## src/rtl/star_pkg.sv

```systemverilog
// rtl/star_pkg.sv - shared sizing constants and FSM state encoding for the STAR data server
package star_pkg;
    localparam int DEPTH   = 256;
    localparam int DW      = 8;
    localparam int AW      = 9;
    localparam int RST_CYC = 2;

    typedef enum logic [1:0] {
        ST_LOAD,
        ST_LAUNCH,
        ST_SERVE,
        ST_DONE
    } state_e;
endpackage

```

## src/rtl/star_byte_mem.sv

```systemverilog
// rtl/star_byte_mem.sv - flop-based byte array, one synchronous write port, one combinational read port
module star_byte_mem import star_pkg::*; #(
    parameter int DEPTH = star_pkg::DEPTH,
    parameter int DW    = star_pkg::DW,
    parameter int IW    = (DEPTH > 1) ? $clog2(DEPTH) : 1
) (
    input  logic          clk,
    input  logic          we,
    input  logic [IW-1:0] waddr,
    input  logic [DW-1:0] wdata,
    input  logic [IW-1:0] raddr,
    output logic [DW-1:0] rdata
);
    // Contents are deliberately never reset so a reloaded run fully overwrites them.
    logic [DW-1:0] mem_q [DEPTH];

    always_ff @(posedge clk) begin
        if (we) begin
            mem_q[waddr] <= wdata;
        end
    end

    assign rdata = mem_q[raddr];
endmodule

```

## src/rtl/star_data_server.sv

```systemverilog
// rtl/star_data_server.sv - loads a byte block, pulses STAR reset, then serves zero-latency reads
module star_data_server import star_pkg::*; #(
    parameter int DEPTH   = star_pkg::DEPTH,
    parameter int DW      = star_pkg::DW,
    parameter int AW      = star_pkg::AW,
    parameter int RST_CYC = star_pkg::RST_CYC
) (
    input  logic          clk,
    input  logic          reset,
    input  logic          ld_valid,
    input  logic [DW-1:0] ld_data,
    output logic          ld_ready,
    output logic          star_reset,
    input  logic          data_req,
    input  logic [AW-1:0] data_addr,
    output logic [DW-1:0] data,
    input  logic          finish,
    input  logic          rearm,
    output logic          done,
    output logic          oob_err,
    output logic [15:0]   rd_cnt
);
    localparam int IW = (DEPTH > 1) ? $clog2(DEPTH) : 1;

    state_e        state_q, state_d;
    logic [IW-1:0] wptr_q, wptr_d;
    logic [15:0]   rd_cnt_q, rd_cnt_d;
    logic [7:0]    rst_cnt_q, rst_cnt_d;
    logic          oob_q, oob_d;
    logic          star_reset_q, star_reset_d;
    logic          done_q, done_d;
    logic          ld_ready_q, ld_ready_d;

    logic          mem_we;
    logic          serving;
    logic          rd_hit;
    logic [DW-1:0] mem_rdata;

    star_byte_mem #(.DEPTH(DEPTH), .DW(DW), .IW(IW)) u_mem (
        .clk   (clk),
        .we    (mem_we),
        .waddr (wptr_q),
        .wdata (ld_data),
        .raddr (data_addr[IW-1:0]),
        .rdata (mem_rdata)
    );

    always_comb begin
        state_d  = state_q;
        wptr_d   = wptr_q;
        rd_cnt_d = rd_cnt_q;
        rst_cnt_d = rst_cnt_q;
        oob_d    = oob_q;
        mem_we   = (state_q == ST_LOAD) && ld_valid && ld_ready_q;
        serving  = (state_q == ST_SERVE) && data_req;
        rd_hit   = serving && (32'(data_addr) < DEPTH);

        case (state_q)
            ST_LOAD: begin
                if (mem_we) begin
                    wptr_d = wptr_q + IW'(1);
                    if (wptr_q == IW'(DEPTH - 1)) begin
                        state_d   = ST_LAUNCH;
                        wptr_d    = '0;
                        rd_cnt_d  = '0;
                        rst_cnt_d = '0;
                    end
                end
            end
            ST_LAUNCH: begin
                if (rst_cnt_q == 8'(RST_CYC - 1)) begin
                    state_d = ST_SERVE;
                end else begin
                    rst_cnt_d = rst_cnt_q + 8'd1;
                end
            end
            ST_SERVE: begin
                if (rd_hit && rd_cnt_q != 16'hFFFF) begin
                    rd_cnt_d = rd_cnt_q + 16'd1;
                end
                if (serving && !rd_hit) begin
                    oob_d = 1'b1;
                end
                if (finish) begin
                    state_d = ST_DONE;
                end
            end
            ST_DONE: begin
                if (rearm) begin
                    state_d = ST_LOAD;
                    oob_d   = 1'b0;
                    wptr_d  = '0;
                end
            end
            default: state_d = ST_LOAD;
        endcase

        // Outputs are registered from the next state so they line up with the state flop.
        star_reset_d = (state_d == ST_LAUNCH);
        done_d       = (state_d == ST_DONE);
        ld_ready_d   = (state_d == ST_LOAD);
    end

    always_ff @(posedge clk) begin
        if (!reset) begin
            state_q      <= ST_LOAD;
            wptr_q       <= '0;
            rd_cnt_q     <= '0;
            rst_cnt_q    <= '0;
            oob_q        <= 1'b0;
            star_reset_q <= 1'b0;
            done_q       <= 1'b0;
            ld_ready_q   <= 1'b1;
        end else begin
            state_q      <= state_d;
            wptr_q       <= wptr_d;
            rd_cnt_q     <= rd_cnt_d;
            rst_cnt_q    <= rst_cnt_d;
            oob_q        <= oob_d;
            star_reset_q <= star_reset_d;
            done_q       <= done_d;
            ld_ready_q   <= ld_ready_d;
        end
    end

    assign data       = rd_hit ? mem_rdata : '0;
    assign ld_ready   = ld_ready_q;
    assign star_reset = star_reset_q;
    assign done       = done_q;
    assign oob_err    = oob_q;
    assign rd_cnt     = rd_cnt_q;
endmodule

```

## config.mk

```make
export PLATFORM = sky130hd
export DESIGN_NAME = star_data_server
export DESIGN_NICKNAME = d
export VERILOG_FILES = /design/src/rtl/star_pkg.sv /design/src/rtl/star_byte_mem.sv /design/src/rtl/star_data_server.sv
export SDC_FILE = /design/constraint.sdc
export NUM_CORES = 2
export LEC_CHECK = 0
export CORE_MARGIN = 1
export CORE_UTILIZATION = 40
export DETAILED_ROUTE_END_ITERATION = 10
export DONT_BUFFER_PORTS = 1
export GPL_TIMING_DRIVEN = 1
export MAX_ROUTING_LAYER = met4
export REMOVE_ABC_BUFFERS = 1
export SKIP_LAST_GASP = 1
export SLEW_MARGIN = 20
export SYNTH_ARGS = -nofsm -noshare
export SYNTH_HDL_FRONTEND = slang
export SYNTH_SLANG_ARGS = --single-unit
export TNS_END_PERCENT = 10
```

## constraint.sdc

```tcl
create_clock -name clk -period 4.34 [get_ports clk]
set_input_delay 0.434 -clock clk [delete_from_list [all_inputs] [get_ports clk]]
set_output_delay 0.434 -clock clk [all_outputs]
set_load 0.01 [all_outputs]
```

==> flow_results.org <==
** GRT
- Entering global routing, the biggest net connects 410 pins.
- Antenna violations before repair :: 11
- The number of global-route vias before repair is 42000.
- The total overflow left after global routing is 0.
- Gr usage total :: 0.220
- Global-route wire length before repair :: 318000 microns

** Synth
- Synth Area in Adders :: 0.00106
- Seq/Total Area, Yosys :: 0.754
- Compound-cell area share of the yosys netlist :: 0.0339
- EDFF count, synth :: 2048
- Dominant cell type by area after synthesis :: sky130_fd_sc_hd__edfxtp_1
- The share of synthesized area in the top cell type comes to 0.745.
- The cell count after synthesis came out at 4201.
- The most used flip-flop cell after synthesis is sky130_fd_sc_hd__edfxtp_1.
- After synthesis, the largest family of logic cells by area is multiplexers.
- Mux cell area share after synthesis :: 0.143
- Flip-flop and latch count after synthesis :: 2086
- Of all flip-flops after synthesis, the portion carrying an async set or reset was 0.
- The cell area that synthesis handed to floorplanning was 82600 sq um.
- Of the total synthesized cell area, the portion taken by XOR and XNOR cells is 0.00244.
- Largest cells by area after synthesis :: sky130_fd_sc_hd__edfxtp_1 (74%), sky130_fd_sc_hd__mux4_2 (8.8%), sky130_fd_sc_hd__mux2i_1 (3.4%), sky130_fd_sc_hd__mux4_1 (2.0%), sky130_fd_sc_hd__nor2_1 (1.6%)
- Of the total synthesized cell area, the portion taken by AND, OR, NAND and NOR gates is 0.0407.
- For this run, the number of Yosys warnings is 0.
- Dividing the synthesized area by the synthesized cell count gives 19.7 sq um.
- In this run, distinct cell masters in the synthesized netlist total 76.

** Clock tree
- Clock insertion delay at the later pin of the skew report :: 0.84 ns
- TritonCTS sink count :: 2086
- In this run the post-CTS setup repair buffer count came out at 0.
- Root buffer selected by CTS :: sky130_fd_sc_hd__clkbuf_16
- The clock passes through at most 3 buffers.
- Buffers inserted during clock tree synthesis total around 200.
- Clock slew at the register clock pins of the worst setup and hold paths :: 0.06 ns
- The H-tree was split into 4 levels.
- TritonCTS built the clock tree.

** Layout
- Share of final-layout standard cells stronger than drive strength 1 :: 0.182
- Layout overhead on the synthesized area :: 12.1%
- Summing all flip-flop and latch instances after layout gives 62300 sq um.
- Fillers :: approximately 17000
- Area of the multi-input gates :: 18300 sq um
- For this run, the post-layout net count is roughly 4400.
- Leaving out filler cells and counting taps, the final layout contains ~7200.

** Timing
- Setup repair after global routing missed its margin :: no
- Pins over their slew limit :: 62
- Setup violations remaining at the end of the flow were counted as 1.
- Achievable clock frequency :: 230 MHz
- Subtracting the final worst setup slack from the clock period gives 4.35 ns.
- Across all setup checks in the final design, the least slack found is -0.0144 ns.
- Worst slew margin relative to its limit :: -0.118
- Actual slew at the worst max-slew pin :: 1.68 ns
- Final critical-path share of the clock period :: 1.00
- Skew final :: 0.0344 ns
- The number of failing hold endpoints at the final stage came to 0.

** Drt
- Remaining antenna violation count :: 0
- For this run, design rule violations remaining after detail routing come to 0.
- After detailed routing, the number of vias per cell comes to 5.93.
- Total vias in the final route :: 42800
- The first detailed-routing pass took 5 iterations.
- Final Routed Wirelength :: 226000 microns
- In this run, the number of DRC markers left after iteration 0 of detailed routing was 6048.
- Average detailed-routed wire length per instance :: 31.2 microns

** Setup path
- Cell with the largest stage delay on the worst path :: sky130_fd_sc_hd__a311oi_1
- Critical path startpoint category :: primary input
- Counting cells, the worst reg-to-reg path comes to 4.
- In this design, the stage delay of the slowest critical-path cell is 0.91 ns.
- CP max FO :: between 400 and 500
- STA puts the critical path data required time at about 3.9 ns.
- Cell repeated most along the worst path :: sky130_fd_sc_hd__buf_12
- At the worst endpoint, the arrival time is 3.92 ns.
- The worst setup path is captured at a primary output.
- Type of the worst setup path :: in -> out
- The critical path goes through nand2b_4, buf_12, buf_4, o22ai_1, nor3_1, a21oi_1, nor2_1, a311oi_1, a22o_1, buf_12.

** Place
- Input and output buffers added on the ports amount to 0.
- At the end of routability-driven placement, the weighted congestion stood at roughly 0.86.
- Worst slack at placement :: -1.54 ns
- Instance count after placement with tap cells included :: 6805
- DPL Wire Length :: 128000 microns

** Hold path
- The tightest min-delay check is of the in -> reg type.
- Counting instances, the worst hold path has a depth of 1.

** Floorplanning
- The floorplan has around 170 rows.
- Placeable core region :: 205000 sq um
- From bottom edge to top edge, the die measures 456 microns.
- Number of placed I/O pins :: slightly above 50
- The die covers approximately 210000 sq um.
- Measured along the x axis, the die boundary spans 456 microns.
- Effective utilization at floorplan :: 0.403

** Pwr
- Power density normalized to cell area :: 443 nW/um^2
- In this run the static leakage power is 0.0292 uW.
- VDD sags by at most approximately 0.42 mV.

** Outcome
- The checks that failed: max-slew violations, negative setup slack.
- Result of the run :: complete, but fails checks

** Run
- Total of max-cap violations :: 0
synthesized netlist by cell type, drive strengths merged (6+ instances only):
cell,n
edfxtp,2048
mux4,388
nor2,360
mux2i,281
buf,142
nand2,116
clkbuf,112
o22ai,95
nor3,82
a21oi,76
o221ai,67
o21ai,60
nand3,59
dfxtp,38
nand4,24
xor2,22
a22oi,20
nor4,19
a211oi,15
nor2b,15
and2,14
o211ai,14
and3,12
or3,10
o31ai,9
inv,8
o32ai,8
a2111oi,7
ha,7
nor3b,6
flip-flops by register name, summed over array words and instances (netlist names):
| register | flops |
|---|---|
| u_mem.mem_q | 2048 |
| done | 1 |
| wptr_q | 8 |
| star_reset | 1 |
| state_q | 2 |
| rst_cnt_q | 8 |
| oob_err | 1 |
| ld_ready | 1 |
| rd_cnt | 16 |
report_power, final:
group	total (uW)	internal [uW]	switching, uW
clock network	17100	9510	7580
registers	22100	22100	4.70
logic	1810	652	1150
total	41000	32300	8740
through the flow:
stage	total power (uW)	utilization	hold WS (ns)	setup TNS (ns)	cell area [sq um]
6_report	41000	0.452	0.00855	-0.0144	92600
5_1_grt	42000	0.452	0.0188	0	92600
4_1_cts	41200	0.450	0.0373	-0.0928	92300
3_5_place_dp	23900	0.417	0.503	-7.42	85400
3_3_place_gp	23700	0.416	0.483	-0.360	85300
2_1_floorplan	23300	-	0.462	0	80500
cell type report:
| cell class | instances | share of cell area |
|---|---|---|
| Antenna cell | 3 | 0.0000811 |
| Timing Repair Buffer | 205 | 0.0248 |
| Clock buffer | 268 | 0.0586 |
| Multi-Input combinational cell | 1852 | 0.198 |
| Sequential cell | 2086 | 0.672 |
| Inverter | 8 | 0.000351 |
| Clock inverter | 108 | 0.00984 |
| Tap cell | 2688 | 0.0363 |
cell families after synthesis:
kind of cell,Yosys count
buffers and inverters,263
and+or+nand+nor,742
muxes,670
DFF,2086
adders and majority gates,7
AOI/OAI and AO/OA,410
xor gates and xnor gates,23
worst max-delay path: cells and delay by family:
kind	cells	cell delay, ns
AOI/OAI and AO/OA	4	1.87
and+or+nand+nor	3	0.67
buffers and inverters	3	0.50
metal layers:
metal | global-route usage | routed length [microns] | share of wire | vias to the layer above
met1 | 0.296 | 92800 | 0.41 | 22800
met2 | 0.343 | 108000 | 0.48 | 1975
met4 | 0.0601 | 6450 | 0.029 | 0
met5 | - | 0 | 0 | -
li1 | - | - | - | 17700
met3 | 0.0416 | 18600 | 0.083 | 337
repair_timing:
action | in CTS | in global routing
pin swaps | 0 | 0
resized for setup | 3 | 1
hold buffers | 16 | 2
setup endpoints to repair | 8 | 1
cloned | 7 | 1
hold endpoints to repair | 2066 | 10
final timing paths:
kind                             startpoint                             to  slack, ns
setup / recovery               data_addr[1]                        data[2]      -0.01
hold / removal                   ld_data[6]  u_mem.mem_q[188][6]$_DFFE_PP_      0.009
setup reg to reg        ld_ready$_SDFF_PN1_  u_mem.mem_q[170][5]$_DFFE_PP_       0.85
hold reg to reg   rst_cnt_q[7]$_SDFFE_PN0P_      rst_cnt_q[7]$_SDFFE_PN0P_       0.51
placed cells by master (no fill, tap or decap), types with 59 or more instances in the layout:
cell type                   instances
sky130_fd_sc_hd__a21oi_1           76
sky130_fd_sc_hd__nor3_1            81
sky130_fd_sc_hd__buf_4            158
sky130_fd_sc_hd__clkbuf_16        207
sky130_fd_sc_hd__nand2_1          114
sky130_fd_sc_hd__edfxtp_1        2048
sky130_fd_sc_hd__o221ai_1          64
sky130_fd_sc_hd__mux2i_1          281
sky130_fd_sc_hd__mux4_2           324
sky130_fd_sc_hd__nor2_1           355
sky130_fd_sc_hd__nand3_1           59
sky130_fd_sc_hd__o22ai_1           91
sky130_fd_sc_hd__mux4_1            64
No activity file was read; power rests on OpenSTA's default activity.
